$ cat src/rtl/fb_writer.sv
// Framebuffer writer: packs RGB888 pixels to RGB565, tags each with its raster
// address, buffers them in a FIFO and drains them to memory under valid/ready.
module fb_writer #(
    parameter int unsigned H_RES      = 640,
    parameter int unsigned V_RES      = 480,
    parameter int unsigned FIFO_DEPTH = 16,
    parameter int unsigned ADDR_W     = 19
) (
    input  logic              clk,
    input  logic              rst,
    input  logic              frame_start,
    input  logic              valid_pix,
    input  logic [7:0]        R,
    input  logic [7:0]        G,
    input  logic [7:0]        B,
    output logic              mem_we,
    output logic [ADDR_W-1:0] mem_addr,
    output logic [15:0]       mem_wdata,
    input  logic              mem_ready,
    output logic              busy,
    output logic              frame_done,
    output logic              overflow
);

    localparam int unsigned PTR_W   = (FIFO_DEPTH > 1) ? $clog2(FIFO_DEPTH) : 1;
    localparam int unsigned CNT_W   = PTR_W + 1;
    localparam int unsigned ENTRY_W = ADDR_W + 16;

    localparam logic [ADDR_W-1:0] LAST_PIX = ADDR_W'(H_RES * V_RES - 1);
    localparam logic [CNT_W-1:0]  FULL_CNT = CNT_W'(FIFO_DEPTH);

    localparam logic [1:0] ST_IDLE   = 2'd0;
    localparam logic [1:0] ST_ACTIVE = 2'd1;
    localparam logic [1:0] ST_DRAIN  = 2'd2;

    logic [1:0]        state_q,      state_d;
    logic [ADDR_W-1:0] in_cnt_q,     in_cnt_d;
    logic [PTR_W-1:0]  wr_ptr_q,     wr_ptr_d;
    logic [PTR_W-1:0]  rd_ptr_q,     rd_ptr_d;
    logic [CNT_W-1:0]  count_q,      count_d;
    logic              out_valid_q,  out_valid_d;
    logic [ADDR_W-1:0] out_addr_q,   out_addr_d;
    logic [15:0]       out_data_q,   out_data_d;
    logic              overflow_q,   overflow_d;
    logic              frame_done_q, frame_done_d;

    logic [ENTRY_W-1:0] fifo_mem_q [FIFO_DEPTH];

    logic               pix_seen;
    logic               fifo_empty;
    logic               fifo_full;
    logic               pop;
    logic               push;
    logic               drop;
    logic               pipe_empty_next;
    logic [15:0]        rgb565;
    logic [ENTRY_W-1:0] push_entry;
    logic [ENTRY_W-1:0] head_entry;

    // Low colour bits are truncated by the RGB565 packing.
    logic unused_low_bits;
    assign unused_low_bits = ^{R[2:0], G[1:0], B[2:0]};

    always_comb begin
        rgb565     = {R[7:3], G[7:2], B[7:3]};
        push_entry = {in_cnt_q, rgb565};
        head_entry = fifo_mem_q[rd_ptr_q];

        pix_seen   = (state_q == ST_ACTIVE) && valid_pix;
        fifo_empty = (count_q == '0);
        fifo_full  = (count_q == FULL_CNT);
        // The output register frees up either when empty or when its write completes.
        pop        = !fifo_empty && (!out_valid_q || mem_ready);
        push       = pix_seen && (!fifo_full || pop);
        drop       = pix_seen && fifo_full && !pop;
    end

    always_comb begin
        wr_ptr_d = push ? wr_ptr_q + PTR_W'(1) : wr_ptr_q;
        rd_ptr_d = pop  ? rd_ptr_q + PTR_W'(1) : rd_ptr_q;
        count_d  = count_q + CNT_W'(push) - CNT_W'(pop);

        out_valid_d = out_valid_q;
        out_addr_d  = out_addr_q;
        out_data_d  = out_data_q;
        if (pop) begin
            out_valid_d              = 1'b1;
            {out_addr_d, out_data_d} = head_entry;
        end else if (mem_ready) begin
            out_valid_d = 1'b0;
        end

        pipe_empty_next = (count_d == '0) && !out_valid_d;
    end

    always_comb begin
        state_d      = state_q;
        in_cnt_d     = in_cnt_q;
        overflow_d   = overflow_q | drop;
        frame_done_d = 1'b0;

        case (state_q)
            ST_IDLE: begin
                if (frame_start) begin
                    state_d    = ST_ACTIVE;
                    in_cnt_d   = '0;
                    overflow_d = 1'b0;
                end
            end
            ST_ACTIVE: begin
                // Dropped pixels still advance the address so later pixels land in place.
                if (valid_pix) begin
                    in_cnt_d = in_cnt_q + ADDR_W'(1);
                    if (in_cnt_q == LAST_PIX) begin
                        state_d = ST_DRAIN;
                    end
                end
            end
            ST_DRAIN: begin
                // Leaving on the final handshake puts frame_done after busy falls.
                if (pipe_empty_next) begin
                    state_d      = ST_IDLE;
                    frame_done_d = 1'b1;
                end
            end
            default: begin
                state_d = ST_IDLE;
            end
        endcase
    end

    always_ff @(posedge clk) begin
        if (rst) begin
            state_q      <= ST_IDLE;
            in_cnt_q     <= '0;
            wr_ptr_q     <= '0;
            rd_ptr_q     <= '0;
            count_q      <= '0;
            out_valid_q  <= 1'b0;
            out_addr_q   <= '0;
            out_data_q   <= '0;
            overflow_q   <= 1'b0;
            frame_done_q <= 1'b0;
        end else begin
            state_q      <= state_d;
            in_cnt_q     <= in_cnt_d;
            wr_ptr_q     <= wr_ptr_d;
            rd_ptr_q     <= rd_ptr_d;
            count_q      <= count_d;
            out_valid_q  <= out_valid_d;
            out_addr_q   <= out_addr_d;
            out_data_q   <= out_data_d;
            overflow_q   <= overflow_d;
            frame_done_q <= frame_done_d;
        end
    end

    always_ff @(posedge clk) begin
        if (push) begin
            fifo_mem_q[wr_ptr_q] <= push_entry;
        end
    end

    assign mem_we     = out_valid_q;
    assign mem_addr   = out_addr_q;
    assign mem_wdata  = out_data_q;
    assign busy       = (state_q != ST_IDLE);
    assign frame_done = frame_done_q;
    assign overflow   = overflow_q;

endmodule

$ cat config.mk
export PLATFORM = sky130hd
export DESIGN_NAME = fb_writer
export DESIGN_NICKNAME = d
export VERILOG_FILES = /design/src/rtl/fb_writer.sv
export SDC_FILE = /design/constraint.sdc
export NUM_CORES = 1
export LEC_CHECK = 0
export CORE_ASPECT_RATIO = 0.6
export CORE_MARGIN = 4
export CORE_UTILIZATION = 60
export CTS_CLUSTER_DIAMETER = 100
export CTS_CLUSTER_SIZE = 16
export DETAILED_ROUTE_END_ITERATION = 7
export HOLD_SLACK_MARGIN = 0.03
export PLACE_DENSITY = 0.75
export SYNTH_ARGS = -nofsm -noshare
export SYNTH_HDL_FRONTEND = slang
export SYNTH_SLANG_ARGS = --single-unit
$ cat constraint.sdc
create_clock -name clk -period 5.98 [get_ports clk]
set_input_delay 1.196 -clock clk [delete_from_list [all_inputs] [get_ports clk]]
set_output_delay 1.196 -clock clk [all_outputs]
set_load 0.05 [all_outputs]
-- Word level (Yosys, flattened, before mapping)
Memories as Yosys holds them, arrays and structs flattened. A register that Yosys moved wholly into a read port is not among the register bits.
Cells that the tools add are included.
- mux-type cells: 15
- div/mod/pow operators: 0
- equality and inequality tests: 8
- shift-type cells: 0
- bitwise gates (word level): 2
- multiply operators: 0
- reduce and logical (&&, ||, !) cells: 21
- add/subtract/negate cells: 5
- magnitude comparators: 0
- operators with widths (cell ; count):
    $mux 19 ; 2
    $pmux 19 s2 ; 1
    $add 19x1->19 const B ; 1
    $eq 19x19->1 const B ; 1
    $logic_not 5->1 ; 2
    $add 4x1->4 const B ; 2
    $mux 2 ; 4
    $mux 1 ; 7
    $logic_and 1x1->1 ; 6
    $ne 2x2->1 const B ; 3
    $pmux 2 s3 ; 1
    $add 5x1->5 ; 1
    $eq 5x5->1 const B ; 1
    $logic_not 1->1 ; 5
    $sub 5x1->5 ; 1
    $reduce_and 4->1 ; 1
    $reduce_bool 2->1 ; 2
    $reduce_and 3->1 ; 1
    $eq 2x1->1 const B ; 1
    $eq 2x2->1 const B ; 1
    $logic_not 2->1 ; 1
    $logic_or 1x1->1 ; 2
    $ne 2x1->1 const B ; 1
    $reduce_or 2->1 ; 1
    2 further kinds ; 2
- bits in latches: 0
- memories: 1
- logic and storage cells: 60
- memory bits (read-only): 0
- RAM bits: 560
- input bits: 29
- output and inout port bits: 39
- flip-flop bits (word level): 37
- memories (name ; words ; width ; read ports ; clocked after memory_dff ; wr ports ; RTL line ; RTL):
    fifo_mem_q ; 16 ; 35 ; 1 ; 1 ; 1 ; 47 ; logic [ENTRY_W-1:0] fifo_mem_q [FIFO_DEPTH];

-- Longest topological paths before layout
Gate-level depths: netlist of run 1.
- depth in word-level cells: 11
- gate-level depth with buffers: 14
- mapped depth without buffers: 14

-- Least setup slack after synthesis of run 1
OpenSTA, ideal clock, no wires.
- kind: input to register
- from: input mem_ready
- to: memory fifo_mem_q[3][0] (netlist name), enable pin
- path buffers: 0
- library setup time: 471 ps
- stages on the path: 4
- slack: 1263 ps
- arrival: 4246 ps
- required time: 5509 ps
- cells stage by stage: nor2b_1 a41oi_2 nand2_1 nor3_1
- longest elaborated chain between the ends: 6
- RTL lines (what ; RTL line ; RTL):
    start, declared ; 19 ; input logic mem_ready,
    $logic_or 1x1->1 ; 73 ; pop = !fifo_empty && (!out_valid_q || mem_ready);
    $logic_and 1x1->1 ; 73 ;
    $logic_or 1x1->1 ; 74 ; push = pix_seen && (!fifo_full || pop);
    $logic_and 1x1->1 ; 74 ;
    $mux 1 ; 159 ; if (push) begin
    $mux 1 (implied by the code) ; 160 ; fifo_mem_q[wr_ptr_q] <= push_entry;
    end, declared ; 47 ;
No other way between the ends.

-- Worst setup path in the final report of run 1
- from: input valid_pix
- to: register state_q[1]
- longest elaborated chain between the ends: 8
- elaborated cells on any way between the ends: 9
- those cells by class: 2 x add/sub; 2 x eq/ne; 5 x reduce/logical
- RTL lines (what ; RTL line ; RTL):
    start, declared ; 12 ; input logic valid_pix,
    $logic_and 1x1->1 ; 69 ; pix_seen = (state_q == ST_ACTIVE) && valid_pix;
    $logic_and 1x1->1 ; 74 ;
    $add 5x1->5 ; 81 ; count_d = count_q + CNT_W'(push) - CNT_W'(pop);
    $sub 5x1->5 ; 81 ;
    $logic_not 5->1 ; 93 ; pipe_empty_next = (count_d == '0) && !out_valid_d;
    $logic_and 1x1->1 ; 93 ;
    $ne 2x2->1 (no line) ; n/a ;
    $reduce_and 4->1 (no line) (*) ; n/a ;
    end signal, assigned ; 145 ; state_q <= state_d;
    end, declared ; 36 ; logic [1:0] state_q, state_d;
Mark *: on every way between the ends. The rest lies on a longest branch, timed or not.
A chain may end at the register's enable or synchronous reset.

==> results.md, run 1 <==
- Outcome: finished clean
- Pre-CTS setup slack: between 1 and 1.5 ns
- Register area: 18,300 µm²
- DR WL/cell: between 20 and 30 µm
- I/O Pins: slightly below 70
- Top FF cell, synth: edfxtp_1
- Seq/Total Area, Yosys: 0.758
- Synth-to-Final Area Change: 11.0%
- Layout Skew: about 0.025 ns
- Area of the core: slightly below 40,000 µm²
- Ys async rst share: 0
- Cts repair resizes: 0
- Initial antenna violation count: 0
- EDFF count, synth: 560
- CP Launch Type: primary input
- HP Start: overflow
- Max Clk Rate: about 240 MHz
- Synth Instances: around 1.2k
- Clk Latency, worst-skew pair: about 0.56 ns
- Post-CTS Setup Bufs: 0
- Mean post-synth cell area: about 21 µm²
- Vias: 11.7k
- First-pass GRT wire length: 76,300 µm
- Vias in the first global route: around 12k
- Residual DRC: 0
- IO buf count: 59
- Peak VDD IR: around 0.39 mV
- Clk root buf: clkbuf_16
- Finish-stage setup viols: 0
- Data arrival, critical path: 4.59 ns
- Post-DP HPWL: between 20,000 and 30,000 µm
- Post-CTS Hold Buffers: 0
- Max-cap violations: 0
- Initial core utilization: 0.612
- Initial DRT Pass Iterations: 5
- Largest net degree at the start of global routing: 79
- CTS Buffer Depth: 3
- Via density: roughly 6.4
- Die height: 163 µm
- DRT Wirelength: roughly 51,000 µm
- Die ar.: 43,500 µm²
- Congestion Overflow GR: 0
- Synth warn: 0
- Post-route setup TNS: 0 ns
- Slew Limit Fails: 0
- Tightest Hold Check Type: flip-flop to flip-flop
- CP Launch Point: valid_pix
- Setup WS post-layout: 1.83 ns
- Mapped Area: roughly 24,000 µm²
- Antenna Cells: 0
- Reg2reg start: mem_we
- Cts bufs inserted: 45
- Crit path time final: a little over 4 ns
- H-tree depth: 2
- Pwr dens: slightly below 400 nW/µm²
- Final Hold Viols: 0
- Period utilization: 0.694
- Hold Worst Slack: just under 0.5 ns
- Synth unique cells: 50
- Filler cells: about 2.4k
- Static Leak: just over 8 nW
- Worst Path Class, Setup: primary input to flip-flop
- First DRT Iteration DRCs: approximately 1.4k
- Die width: 267 µm
- CTS tree: done
- CP max FO: 9
- RD Place Congestion: between 0.7 and 0.8
- Syn nets: between 1k and 1.5k
- Final ANT Viol Nets: 0
- RSZ-0062 raised after global routing: false
- CTS Sinks: about 630
- Count of state elements after synthesis: between 600 and 700
- Worst-path clk slew: approximately 0.07 ns
- Rel. slew slack: 0.205
- # rows: 56
- Slew @ Worst Pin: 1.19 ns
- Setup crit end kind: flip-flop
- All-Layer GR Usage: 0.239
- Area occupied by multi-input gates: about 5500 µm²
- CP required: 6.42 ns
- Fin nets: between 1k and 1.5k
- Layout cell share with drive strength beyond 1: 0.225
[logic make-up after synthesis]
logic type / after synthesis / share of synthesized area
muxes: 176 / 0.148
DFF: 632 / 0.758
xor gates and xnor gates: 23 / 0.00836
AOI/OAI and AO/OA: 92 / 0.0280
buffers and inverters: 75 / 0.0172
and+or+nand+nor: 161 / 0.0336
adders and majority gates: 13 / 0.00706
[cell usage in the layout (no fill, tap or decap), drive strengths merged, types with 2 or more instances in the layout]
master and n:
a21o 4, a21oi 9, a22oi 71, and3 2
buf 34, clkbuf 82, clkdlybuf4s50 59, dfxtp 72
edfxtp 560, ha 12, inv 18, mux2 35
mux4 140, nand2 53, nand2b 4, nand3 6
nand3b 3, nand4 10, nor2 53, nor2b 4
nor3 9, nor3b 4, nor4 3, nor4bb 2
o21ai 4, xnor2 9, xor2 14
[critical path, cell delays in order]
cell and delay, ns:
clkdlybuf4s50_1 0.61, nand3b_1 0.13, a41oi_2 0.50, inv_1 0.10, ha_1 0.28, inv_1 0.06
ha_1 0.16, inv_1 0.06, fa_1 0.41, xor2_1 0.20, nor4bb_1 0.49, a21oi_1 0.13
a211o_1 0.26
[layout make-up]
class,count,area share
timing repair buffer,93,0.0335
clock inverter,2,0.000655
tap,522,0.0244
multi-input combinational,465,0.207
inverter,16,0.00225
clock buffer,82,0.0489
sequential,632,0.683
[Yosys cell counts, types with 2 or more instances]
cell type    n  area share
a21o_1       4      0.0012
a21oi_1      9      0.0019
a22oi_1     70       0.022
and3_1       2     0.00052
buf_12       2      0.0017
buf_2       15      0.0031
buf_4       12      0.0037
buf_6        5      0.0023
clkbuf_1    24      0.0037
dfxtp_1     72       0.060
edfxtp_1   560        0.70
ha_1        12      0.0062
inv_1       16      0.0025
mux2_2      35       0.016
mux4_2     140        0.13
nand2_1     53      0.0083
nand2b_1     4      0.0010
nand3_1      6      0.0012
nand3b_1     3     0.00093
nand4_1      9      0.0023
nor2_1      51      0.0079
nor2_2       2     0.00052
nor2b_1      4      0.0010
nor3_1       8      0.0017
nor3b_1      2     0.00062
nor3b_2      2      0.0010
nor4_1       2     0.00052
nor4bb_1     2     0.00083
o21ai_0      4     0.00083
xnor2_1      9      0.0033
xor2_1      14      0.0051
[flip-flops by register name, indices dropped and copies added, names as in the netlist]
signal,cells
state_q,2
mem_wdata,16
wr_ptr_q,4
mem_addr,19
rd_ptr_q,4
frame_done,1
in_cnt_q,19
mem_we,1
overflow,1
count_q,5
fifo_mem_q,560
[stage by stage]
| stage | area [µm²] | total power [mW] | instances | util |
|---|---|---|---|---|
| 2_1_floorplan | 24100 | 6.98 | 1172 | - |
| 3_3_place_gp | 25400 | 7.56 | 1728 | 0.645 |
| 3_5_place_dp | 25400 | 7.58 | 1728 | 0.645 |
| 4_1_cts | 26700 | 10.4 | 1812 | 0.679 |
| 5_1_grt | 26700 | 10.8 | 1812 | 0.679 |
| 6_report | 26700 | 10.4 | 1812 | 0.679 |
[layer usage]
metal | part of all wire | track usage
met1 | 0.44 | 0.367
met2 | 0.47 | 0.374
met3 | 0.076 | 0.0410
met4 | 0.017 | 0.0458
met5 | 0 | 0
[final timing paths]
check | endpoint | cells after the start | slack [ns]
setup / recovery | state_q[1] | 13 | 1.83
setup reg to reg | state_q[1] | 12 | 2.54
hold / removal | overflow | 2 | 0.49
hold reg to reg | overflow | 2 | 0.49
[where the power goes]
| part | internal (mW) | switching, mW | total [mW] | leakage [nW] |
|---|---|---|---|---|
| Clock | 1.48 | 1.41 | 2.89 | 0.630 |
| Sequential | 4.93 | 0.199 | 5.12 | 5.56 |
| Combinational | 1.06 | 1.29 | 2.34 | 2.03 |
| Total | 7.46 | 2.90 | 10.4 | 8.22 |
(Power assumes the default switching activity.)
==> inputs of run 2 (changes only) <==
Clock period 5.98 ns to 3.85 ns, I/O delays scaled along.
==> run 2 against run 1 <==
  * Clock skew down 0.0091 ns
  * Non-clock buffer count is 11 higher
  * Sequential share of layout area fell by 0.62 points
  * Global-route usage shrank 0.093 points
  * Critical path type is now flip-flop to flip-flop
==> results.md, run 2 (same netlist as run 1, synthesis figures left out) <==
- IO buf count: 59 (unchanged)
- Clk root buf: clkbuf_16
- Vias in the first global route: 11.6k (-3.2%)
- Post-route setup TNS: 0 ns (unchanged)
- Net Sw Power: 4.51 mW (+56%)
- Clk Latency, worst-skew pair: 0.56 ns (about the same)
- Logic pwr share: 0.231 (+0.005)
- Post-DP HPWL: 26,500 µm (-4.7%)
- Part of the power in registers: 0.491 (-0.004)
- Final ANT Viol Nets: 0 (unchanged)
- Largest register by flop count: fifo_mem_q
- Die width: 267 µm (unchanged)
- Reg2reg setup slack: 0.57 ns (-1.97 ns)
- Post-CTS Setup Bufs: 0 (unchanged)
- Data arrival, critical path: 3.74 ns (-0.85 ns)
- CP max FO: 5 (-4)
- Slowest stage delay, CP: 0.44 ns (-0.17 ns)
- # rows: 56 (unchanged)
- Hold Path End: overflow
- Period utilization: 0.852
- Vias: 11.7k (+0.14%)
- Switch share: 0.280 (about the same)
- Die height: 163 µm (unchanged)
- RD Place Congestion: 0.765 (-0.71%)
- First DRT Iteration DRCs: 1,228 (-9.8%)
- Max-cap violations: 0 (unchanged)
- Initial core utilization: 0.612 (unchanged)
- Cts repair resizes: 0 (unchanged)
- Peak VDD IR: 0.569 mV (+44%)
- CP top delay family: adder cells
- RSZ-0062 raised after global routing: false
- Power, Total: 16.1 mW (+56%)
- Slew @ Worst Pin: 0.852 ns (-0.340 ns)
- Finish-stage setup viols: 0 (unchanged)
- CTS tree: done
- Max Clk Rate: 305 MHz
- Setup crit end kind: flip-flop
- Outcome: finished clean
- Die ar.: 43,500 µm² (unchanged)
- Setup WS post-layout: 0.569 ns (-1.26 ns)
- Pre-CTS setup slack: 0.0555 ns (-1.24 ns)
- Residual DRC: 0 (unchanged)
- Largest net degree at the start of global routing: 65 (-18%)
- Synth-to-Final Area Change: 12.0%
- Pwr dens: 598 nW/µm² (+54%)
- Area of the core: 39,400 µm² (unchanged)
- Final Hold Viols: 0 (unchanged)
- Largest register FFs: 560 (unchanged)
- Congestion Overflow GR: 0 (unchanged)
- Initial antenna violation count: 1 (+1)
- Post-CTS Hold Buffers: 0 (unchanged)
- Reg2Reg Capture Point: state_q[1]
- Worst Path Class, Setup: flip-flop to flip-flop
- All-Layer GR Usage: 0.238 (-0.000935)
- DRT Wirelength: 50,500 µm (-1.0%)
- Static Leak: 8.28 nW (+0.82%)
- Tightest Hold Check Type: flip-flop to flip-flop
- H-tree depth: 2 (unchanged)
- I/O Pins: 68 (unchanged)
- Crit path time final: 3.28 ns
- Length in cells of the worst reg-to-reg path: 13 (+1)
- CP required: 4.30 ns (-2.12 ns)
- CP Launch Type: flip-flop
- Crit path buf inv count: 3 (-1)
- Fin nets: 1,306 (+0.85%)
- Initial DRT Pass Iterations: 5 (unchanged)
- Crit-path cells: inv_1 -> ha_1 -> nor4b_4 -> nor2_2 -> ha_1 -> inv_1 -> ha_1 -> inv_1 -> fa_1 -> xor2_1 -> nor4bb_1 -> a21oi_1 -> a211o_1
- Worst-path clk slew: 0.07 ns (about the same)
- Slew Limit Fails: 0 (unchanged)
- Rel. slew slack: 0.427 (+0.221)
- Antenna Cells: 0 (unchanged)
- First-pass GRT wire length: 75,900 µm (-0.53%)
- Power Internal: 11.6 mW (+56%)
- Reg2reg start: count_q[3]
- Hold-critical path depth: 2 (unchanged)
- Layout Skew: 0.0154 ns (-0.00912 ns)
- Cts bufs inserted: 45 (unchanged)
- Layout cell share with drive strength beyond 1: 0.232 (+0.00709)
- DR WL/cell: 27.7 µm (-1.4%)
- Clock share of power: 0.278 (about the same)
- CTS Buffer Depth: 3 (unchanged)
- Most common cell after layout, fill and taps aside: edfxtp_1
- CP max stage cell: nor4bb_1
- HP Start: overflow
- CTS Sinks: 632 (unchanged)
- Via density: 6.42 (-0.30%)
- Most frequent cells in the layout: 560 x edfxtp_1, 140 x mux4_2, 70 x a22oi_1
==> run 2: changes by cell type in the layout (fill, tap and decap cells not counted), sizes merged <==
cell    previous run  this run
clkbuf            82        79
buf               34        45
==> run 2: worst max path at each step <==
stage,start,end,slack (ns),cells after the start
after floorplan,mem_ready,fifo_mem_q[7][0],0.49,4
after global placement,mem_ready,state_q[1],0.13,13
after detailed placement,mem_ready,state_q[1],0.06,13
after CTS,count_q[3],state_q[1],0.58,13
after global routing,count_q[2],state_q[1],0.35,13
final,count_q[3],state_q[1],0.57,13
==> run 2: metal layers <==
metal,share of wire,GRT usage
met2,0.47,0.360
met5,0.00024,0
met3,0.077,0.0410
met1,0.44,0.377
met4,0.015,0.0458
==> run 2: cell type report <==
class | instances | area [µm²]
timing repair buffer | 104 | 1130
sequential | 632 | 18300
tap | 522 | 653
fill | 2421 | 12400
clock inverter | 2 | 17.5
inverter | 16 | 60.1
multi-input combinational | 465 | 5560
clock buffer | 79 | 1300
==> run 2: worst register-to-register path, delay by kind of cell (launching register included) <==
family / cells / cell delay, ns
buffers and inverters: 3 / 0.21
AO/OA/AOI/OAI: 2 / 0.37
flip-flops: 1 / 0.32
AND/OR/NAND/NOR: 3 / 0.93
XOR/XNOR: 1 / 0.24
adder cells (fa/ha/maj): 4 / 1.12
==> run 2: per-stage QoR <==
step                      area, µm²  cells  utilization  hold slack, ns
after CTS                     27000   1820        0.685           0.493
final                         27000   1820        0.685           0.501
after detailed placement      25700   1739        0.652           0.475
after floorplan               24100   1172            -           0.546
after global routing          27000   1820        0.685           0.527
after global placement        25700   1739        0.652           0.458
==> run 2: power groups by stage <==
stage	Sequential, mW	Combinational, mW	Clock (mW)
after detailed placement	8.07	3.74	0
final	7.92	3.72	4.49
after floorplan	8.54	2.30	0
after CTS	7.92	3.77	4.57
after global routing	7.94	3.98	4.90
after global placement	8.06	3.70	0
